==> src/rtl/vga_timing_pkg.sv <==
// Default 640x480@60 timing constants and the strobe bundle carried
// through the sync/blank alignment delay line.
package vga_timing_pkg;

    localparam int H_VISIBLE  = 640;
    localparam int H_FRONT    = 16;
    localparam int H_SYNC     = 96;
    localparam int H_BACK     = 48;
    localparam int V_VISIBLE  = 480;
    localparam int V_FRONT    = 10;
    localparam int V_SYNC     = 2;
    localparam int V_BACK     = 33;
    localparam int SYNC_DELAY = 2;

    localparam int H_TOTAL  = H_VISIBLE + H_FRONT + H_SYNC + H_BACK;
    localparam int V_TOTAL  = V_VISIBLE + V_FRONT + V_SYNC + V_BACK;
    localparam int HS_START = H_VISIBLE + H_FRONT;
    localparam int HS_END   = HS_START + H_SYNC;
    localparam int VS_START = V_VISIBLE + V_FRONT;
    localparam int VS_END   = VS_START + V_SYNC;

    typedef struct packed {
        logic hs;
        logic vs;
        logic blank;
    } vga_strobe_t;

    // Idle strobe state: syncs deasserted (high), outside the visible region.
    localparam vga_strobe_t STROBE_IDLE = '{hs: 1'b1, vs: 1'b1, blank: 1'b0};

endpackage

==> src/rtl/vga_sync_delay.sv <==
// Enable-gated shift register that lines hs/vs/blank up with the
// registered ROM/palette/RGB pipeline of the renderers.
module vga_sync_delay
    import vga_timing_pkg::*;
#(
    parameter int DEPTH = 2
) (
    input  logic        clk,
    input  logic        reset_n,
    input  logic        en,
    input  vga_strobe_t rst_val,
    input  vga_strobe_t din,
    output vga_strobe_t dout
);

    if (DEPTH < 1 || DEPTH > 4) begin : g_depth_chk
        $error("vga_sync_delay: DEPTH must be 1..4");
    end

    vga_strobe_t [DEPTH-1:0] pipe;

    always_ff @(posedge clk) begin
        if (!reset_n) begin
            pipe <= {DEPTH{rst_val}};
        end else if (en) begin
            pipe[0] <= din;
            for (int i = 1; i < DEPTH; i++) begin
                pipe[i] <= pipe[i-1];
            end
        end
    end

    assign dout = pipe[DEPTH-1];

endmodule

==> src/rtl/vga_timing_gen.sv <==
// VGA pixel-timing master: scan counters, delayed sync/blank strobes,
// line/frame start pulses and a free-running frame counter.
module vga_timing_gen
    import vga_timing_pkg::vga_strobe_t;
#(
    parameter int H_VISIBLE  = vga_timing_pkg::H_VISIBLE,
    parameter int H_FRONT    = vga_timing_pkg::H_FRONT,
    parameter int H_SYNC     = vga_timing_pkg::H_SYNC,
    parameter int H_BACK     = vga_timing_pkg::H_BACK,
    parameter int V_VISIBLE  = vga_timing_pkg::V_VISIBLE,
    parameter int V_FRONT    = vga_timing_pkg::V_FRONT,
    parameter int V_SYNC     = vga_timing_pkg::V_SYNC,
    parameter int V_BACK     = vga_timing_pkg::V_BACK,
    parameter int SYNC_DELAY = vga_timing_pkg::SYNC_DELAY
) (
    input  logic       vga_clk,
    input  logic       reset_n,
    input  logic       pix_en,
    output logic [9:0] DrawX,
    output logic [9:0] DrawY,
    output logic       hs,
    output logic       vs,
    output logic       blank,
    output logic       line_start,
    output logic       frame_start,
    output logic [7:0] frame_count
);

    localparam int H_TOTAL  = H_VISIBLE + H_FRONT + H_SYNC + H_BACK;
    localparam int V_TOTAL  = V_VISIBLE + V_FRONT + V_SYNC + V_BACK;
    localparam int HS_START = H_VISIBLE + H_FRONT;
    localparam int HS_END   = HS_START + H_SYNC;
    localparam int VS_START = V_VISIBLE + V_FRONT;
    localparam int VS_END   = VS_START + V_SYNC;

    if (H_TOTAL > 1024 || V_TOTAL > 1024) begin : g_size_chk
        $error("vga_timing_gen: H_TOTAL and V_TOTAL must fit 10-bit counters");
    end

    localparam logic [9:0] H_LAST = 10'(H_TOTAL - 1);
    localparam logic [9:0] V_LAST = 10'(V_TOTAL - 1);

    logic [9:0]  hc, vc;
    logic        h_wrap, v_wrap;
    vga_strobe_t raw, dly;

    assign h_wrap = (hc == H_LAST);
    assign v_wrap = (vc == V_LAST);

    always_ff @(posedge vga_clk) begin
        if (!reset_n) begin
            hc          <= '0;
            vc          <= '0;
            line_start  <= 1'b0;
            frame_start <= 1'b0;
            frame_count <= '0;
        end else begin
            // Pulses are re-evaluated every clock so they never stretch
            // across stalled (pix_en=0) cycles.
            line_start  <= pix_en && h_wrap;
            frame_start <= pix_en && h_wrap && v_wrap;
            if (pix_en) begin
                hc <= h_wrap ? '0 : hc + 10'd1;
                if (h_wrap) begin
                    vc <= v_wrap ? '0 : vc + 10'd1;
                end
                if (h_wrap && v_wrap) begin
                    frame_count <= frame_count + 8'd1;
                end
            end
        end
    end

    always_comb begin
        raw.hs    = !((hc >= 10'(HS_START)) && (hc < 10'(HS_END)));
        raw.vs    = !((vc >= 10'(VS_START)) && (vc < 10'(VS_END)));
        raw.blank = (hc < 10'(H_VISIBLE)) && (vc < 10'(V_VISIBLE));
    end

    vga_sync_delay #(
        .DEPTH (SYNC_DELAY)
    ) u_sync_delay (
        .clk     (vga_clk),
        .reset_n (reset_n),
        .en      (pix_en),
        .rst_val (vga_timing_pkg::STROBE_IDLE),
        .din     (raw),
        .dout    (dly)
    );

    assign DrawX = hc;
    assign DrawY = vc;
    assign hs    = dly.hs;
    assign vs    = dly.vs;
    assign blank = dly.blank;

endmodule

==> config.mk <==
export PLATFORM = sky130hd
export DESIGN_NAME = vga_timing_gen
export DESIGN_NICKNAME = d
export VERILOG_FILES = /design/src/rtl/vga_timing_pkg.sv /design/src/rtl/vga_sync_delay.sv /design/src/rtl/vga_timing_gen.sv
export SDC_FILE = /design/constraint.sdc
export NUM_CORES = 1
export LEC_CHECK = 0
export BUFFER_PORTS_ARGS = -buffer_cell sky130_fd_sc_hd__buf_2
export CORE_MARGIN = 1
export CORE_UTILIZATION = 45
export DETAILED_ROUTE_END_ITERATION = 10
export GPL_ROUTABILITY_DRIVEN = 0
export GPL_TIMING_DRIVEN = 0
export HOLD_SLACK_MARGIN = 0.12
export PLACE_DENSITY = 0.75
export SLEW_MARGIN = 20
export SYNTH_ARGS = -nofsm -noshare
export SYNTH_HDL_FRONTEND = slang
export SYNTH_HIERARCHICAL = 1
export SYNTH_SLANG_ARGS = --single-unit
==> constraint.sdc <==
create_clock -name vga_clk -period 3 [get_ports vga_clk]
set_input_delay 0.75 -clock vga_clk [delete_from_list [all_inputs] [get_ports vga_clk]]
set_output_delay 0.75 -clock vga_clk [all_outputs]
set_load 0.02 [all_outputs]
# Word level (Yosys, flattened, before mapping)
# Cells that the tools add are included.
totals:
  wordCells: 34
  in_bits: 3
  reg_bits: 36
  output_inout_bits: 33
op_classes:
  reduce_logical: 10
  order_cmp: 6
  add_sub_neg: 3
  n_mux: 2
  n_eq_ne: 2
ops:
  columns: ["op", "count"]
  rows:
  - ["$add A10 B1 Y10 const B", 2]
  - ["$eq A10 B10 Y1 const B", 2]
  - ["$lt A10 B10 Y1 const B", 2]
  - ["$lt A10 B9 Y1 const B", 2]
  - ["$mux W10", 2]
  - ["$ge A10 B10 Y1 const B", 1]
  - ["$ge A10 B9 Y1 const B", 1]
  - ["$add A8 B1 Y8 const B", 1]
  - ["$logic_and A1 B1 Y1", 6]
  - ["$reduce_and A2 Y1", 2]
  - ["$logic_not A1 Y1", 2]

# Depth between registers and ports, before layout
logic_depth:
  depth_word: 3
  mapped_depth: 8
  mapped_depth_nobuf: 6

# Cells and area by module
# Netlist, hierarchy kept.
modules_own_cells:
  columns: ["mod", "cells_per_inst", "area_each_um2", "instances", "seq_area_each_um2"]
  rows:
  - ["vga_timing_gen", 182, 1512.7, 1, 600.6]
  - ["vga_sync_delay", 17, 310.3, 1, 180.2]

# Worst setup path after synthesis
# Ideal clock, no wire load.
synth_timing:
  path_type: "reg-to-reg"
  start: "register hc[9] (netlist: DrawX[9])"
  end: "register frame_count[2]"
  period_less_slack_ps: 2398
  path_stages_with_launch: 7
  path_slack_ps: 602
  setup_time_ps: 71
  n_path_buf: 2
  t_arrival_ps: 2327
  required_time_ps: 2929
  path_cell_list: "dfxtp_1 or4b_4 or4_4 buf_6 buf_6 or4_1 a21oi_1"
synth_via:
  elab_chain_cells: 3
synth_lines:
  columns: ["item", "line", "rtl"]
  rows:
  - ["from (decl)", "vga_timing_gen.sv:43", "logic [9:0] hc, vc;"]
  - ["from (signal assigned)", "vga_timing_gen.sv:63", "hc <= h_wrap ? '0 : hc + 10'd1;"]
  - ["$eq A10 B10 Y1", "vga_timing_gen.sv:47", "assign h_wrap = (hc == H_LAST);"]
  - ["$logic_and A1 B1 Y1", "vga_timing_gen.sv:67", "if (h_wrap && v_wrap) begin"]
  - ["$reduce_and A2 Y1 (no line)", null, null]
  - ["to (signal assigned)", "vga_timing_gen.sv:68", "frame_count <= frame_count + 8'd1;"]
  - ["to (decl)", "vga_timing_gen.sv:26", "output logic [7:0] frame_count"]
# Every way passes these cells.
# A chain may end at the register's enable or synchronous reset.

# Worst setup path after layout
layout_timing:
  start: "register hc[5] (netlist: DrawX[5])"
  end: "register frame_count[7]"
# The elaborated chain is that of the path after synthesis.

==> results.ini <==
[clocking]
cts-hold-fix-buffers = 0
clk_pin_slew_worst_paths_ns = 0.07
cts_tree = yes
cts_buffers = 5
clk_path_buf_depth = 2
ctsRootBufferMaster = clkbuf_8
htreeDepth = 2
clock_sinks = 36
cts_setup_buffers = 0
cts-resized-gates = 0
clock_latency_ns = 0.29

[placement]
port_buffers = 35
pre_cts_slack_ns = 0.400
dp_hpwl_mm = 2.66

[timing]
setup_violations = 0
layout_min_cycle_time_ns = 2.47
final-hold-violation-count = 0
max_freq_ghz = 0.405
clock_skew_ns = 0.00660
final-max-slew-violation-count = 0
worst_slack_ns = 0.529
fin_setup_tns_ns = 0
fin_hold_ws_ns = 0.503
fin_crit_sh = 0.824
rsz0062_at_grt = false

[floorplanning]
io_pins = 36
start_util = 0.483
die_y_um = 65.7
core_mm2 = 0.00377
die_w_um = 65.7
die-area_mm2 = 0.00431
fp-row-count = 22

[yosys]
yosysTopAreaCell = dfxtp_1
synth_top_area_share = 0.329
synth_edf_count = 6
async_reset_ff_frac = 0
syn_inst = 199
synth_seq_cells = 36
synth_warnings = 6
synthFlopType = dfxtp_1
synth_area_mm2 = 0.00182
ys_seq_area_frac = 0.428
synth_area_leaders = dfxtp_1 (33%), edfxtp_1 (9.9%), mux2_4 (4.9%)
syn-mean-instance-area_um2 = 9.16
synth_cell_types = 35

[worst_setup_path]
crit_type = flip-flop to flip-flop
crit_path_start_kind = flip-flop
slowest_stage = or4b_4
critPathBufInv = 2
cp_num_cells = 6
path_cells = or4b_4 > or4_4 > buf_6 > buf_2 > nor4_1 > mux2i_1
cp_max_fo = 10
crit_arrival_ns = 2.69
cpLargestDelayFamily = simple AND/OR/NAND/NOR gates
crit_required_ns = 3.22
cpPeakStageDelay_ns = 0.56
crit_path_end_kind = flip-flop
reg2reg_depth = 6

[final_layout]
final_common_cell = buf_2
nets = 254
layout-drive-gt1-share = 0.232
final.fill_count = 347
synthToLayoutAreaGrowth_pct = 18.7
antenna_cells = 0
final_cell_mix = buf_2 (36), dfxtp_1 (30), a21oi_1 (16)

[global_routing]
grt_pass1_wl_mm = 6.39
overflow = 0
grt_usage = 0.197
antenna_found_initial = 0
grt_max_degree = 11
first_global_vias = 1380

[power_and_ir_drop]
p_leak_nw = 0.835
pwr-share-comb = 0.061
switching_power_mw = 0.206
power.share.clock = 0.387
p_seq_frac = 0.552
powerDensity_mw_per_mm2 = 425
vdd.ir_drop.worst_mv = 0.212
p_total_mw = 0.920
netSwitchingFraction = 0.224
p_int_mw = 0.714

[routing]
drc = 0
wirelength_mm = 3.84
wl_per_cell_um = 13.0
routed-via-count = 1592
viasPerCell = 5.41
postRouteAntennaNets = 0
dr.pass1.iters = 4
drt_iter0_drc = 69

[worst_hold_path]
hold_depth = 2
min_path_type = flip-flop to flip-flop

[job]
cap_violations = 0

[outcome]
status = completed

-- area by class of cell --
class / count / area (µm²) / area share
Buffer: 10 / 72.6 / 0.0335
Sequential cell: 36 / 781 / 0.361
Timing Repair Buffer: 35 / 175 / 0.0810
Tap cell: 48 / 60.1 / 0.0278
Clock buffer: 8 / 90.1 / 0.0416
Inverter: 13 / 48.8 / 0.0226
Multi-Input combinational cell: 144 / 936 / 0.433
-- per-layer routing --
metal / routed length, µm / GRT usage / vias to the layer above
met3: 174 / 0.0642 / 5
met1: 1800 / 0.249 / 752
li1: - / - / 796
met5: 0 / 0 / -
met2: 1810 / 0.311 / 39
met4: 51 / 0.0652 / 0
-- metrics by stage --
step                      cells  utilization  area, µm²
after global routing        294        0.574       2160
after floorplan             203            -       1840
after CTS                   294        0.574       2160
after detailed placement    286        0.550       2070
final                       294        0.574       2160
after global placement      286        0.550       2070
-- registers in the layout, summed over array words and instances, names as in the netlist --
register,cells
u_sync_delay/dout,3
frame_count,8
frame_start,1
DrawY,10
DrawX,10
line_start,1
u_sync_delay/pipe,3
-- power by group through the flow --
stage | Clock, mW | Sequential [mW] | Combinational [mW]
3_3_place_gp | 0 | 0.518 | 0.0550
5_1_grt | 0.392 | 0.509 | 0.0623
6_report | 0.356 | 0.508 | 0.0562
4_1_cts | 0.365 | 0.508 | 0.0564
3_5_place_dp | 0 | 0.519 | 0.0563
2_1_floorplan | 0 | 0.521 | 0.0380
-- worst min-delay path, stage by stage (launching register included) --
cell and delay (ns):
dfxtp_1 0.34, nand2_1 0.06, mux2i_1 0.05
-- worst paths after layout --
| kind | slack, ns | start | endpoint |
|---|---|---|---|
| worst max register to register | 0.53 | DrawX[5] | frame_count[7] |
| worst min register to register | 0.50 | frame_count[5] | frame_count[5] |
| worst max-delay path | 0.53 | DrawX[5] | frame_count[7] |
| worst min-delay path | 0.50 | frame_count[5] | frame_count[5] |
-- synthesized netlist by cell type, types with 2 or more instances --
library cell and number:
a21oi_1 16, and2_1 2, buf_4 3, buf_6 3, clkbuf_1 3, conb_1 2, dfxtp_1 30, edfxtp_1 6
ha_1 6, inv_1 13, mux2_4 6, mux2i_1 2, nand2_1 12, nand2b_1 3, nand3_1 11, nand4_1 7
nor2_1 14, nor3_1 6, nor4_1 4, o21ai_0 5, o21ai_1 2, o31ai_1 8, or3_1 9, or4_1 7
xnor2_1 8, xor2_1 2
-- cells by family after synthesis --
| kind of cell | synth area share |
|---|---|
| xor gates and xnor gates | 0.0480 |
| muxes | 0.0604 |
| adders and majority gates | 0.0412 |
| other | 0.00412 |
| DFF | 0.428 |
| and+or+nand+nor | 0.242 |
| AOI/OAI and AO/OA | 0.109 |
| buffers and inverters | 0.0666 |
No activity file was read; power rests on OpenSTA's default activity.
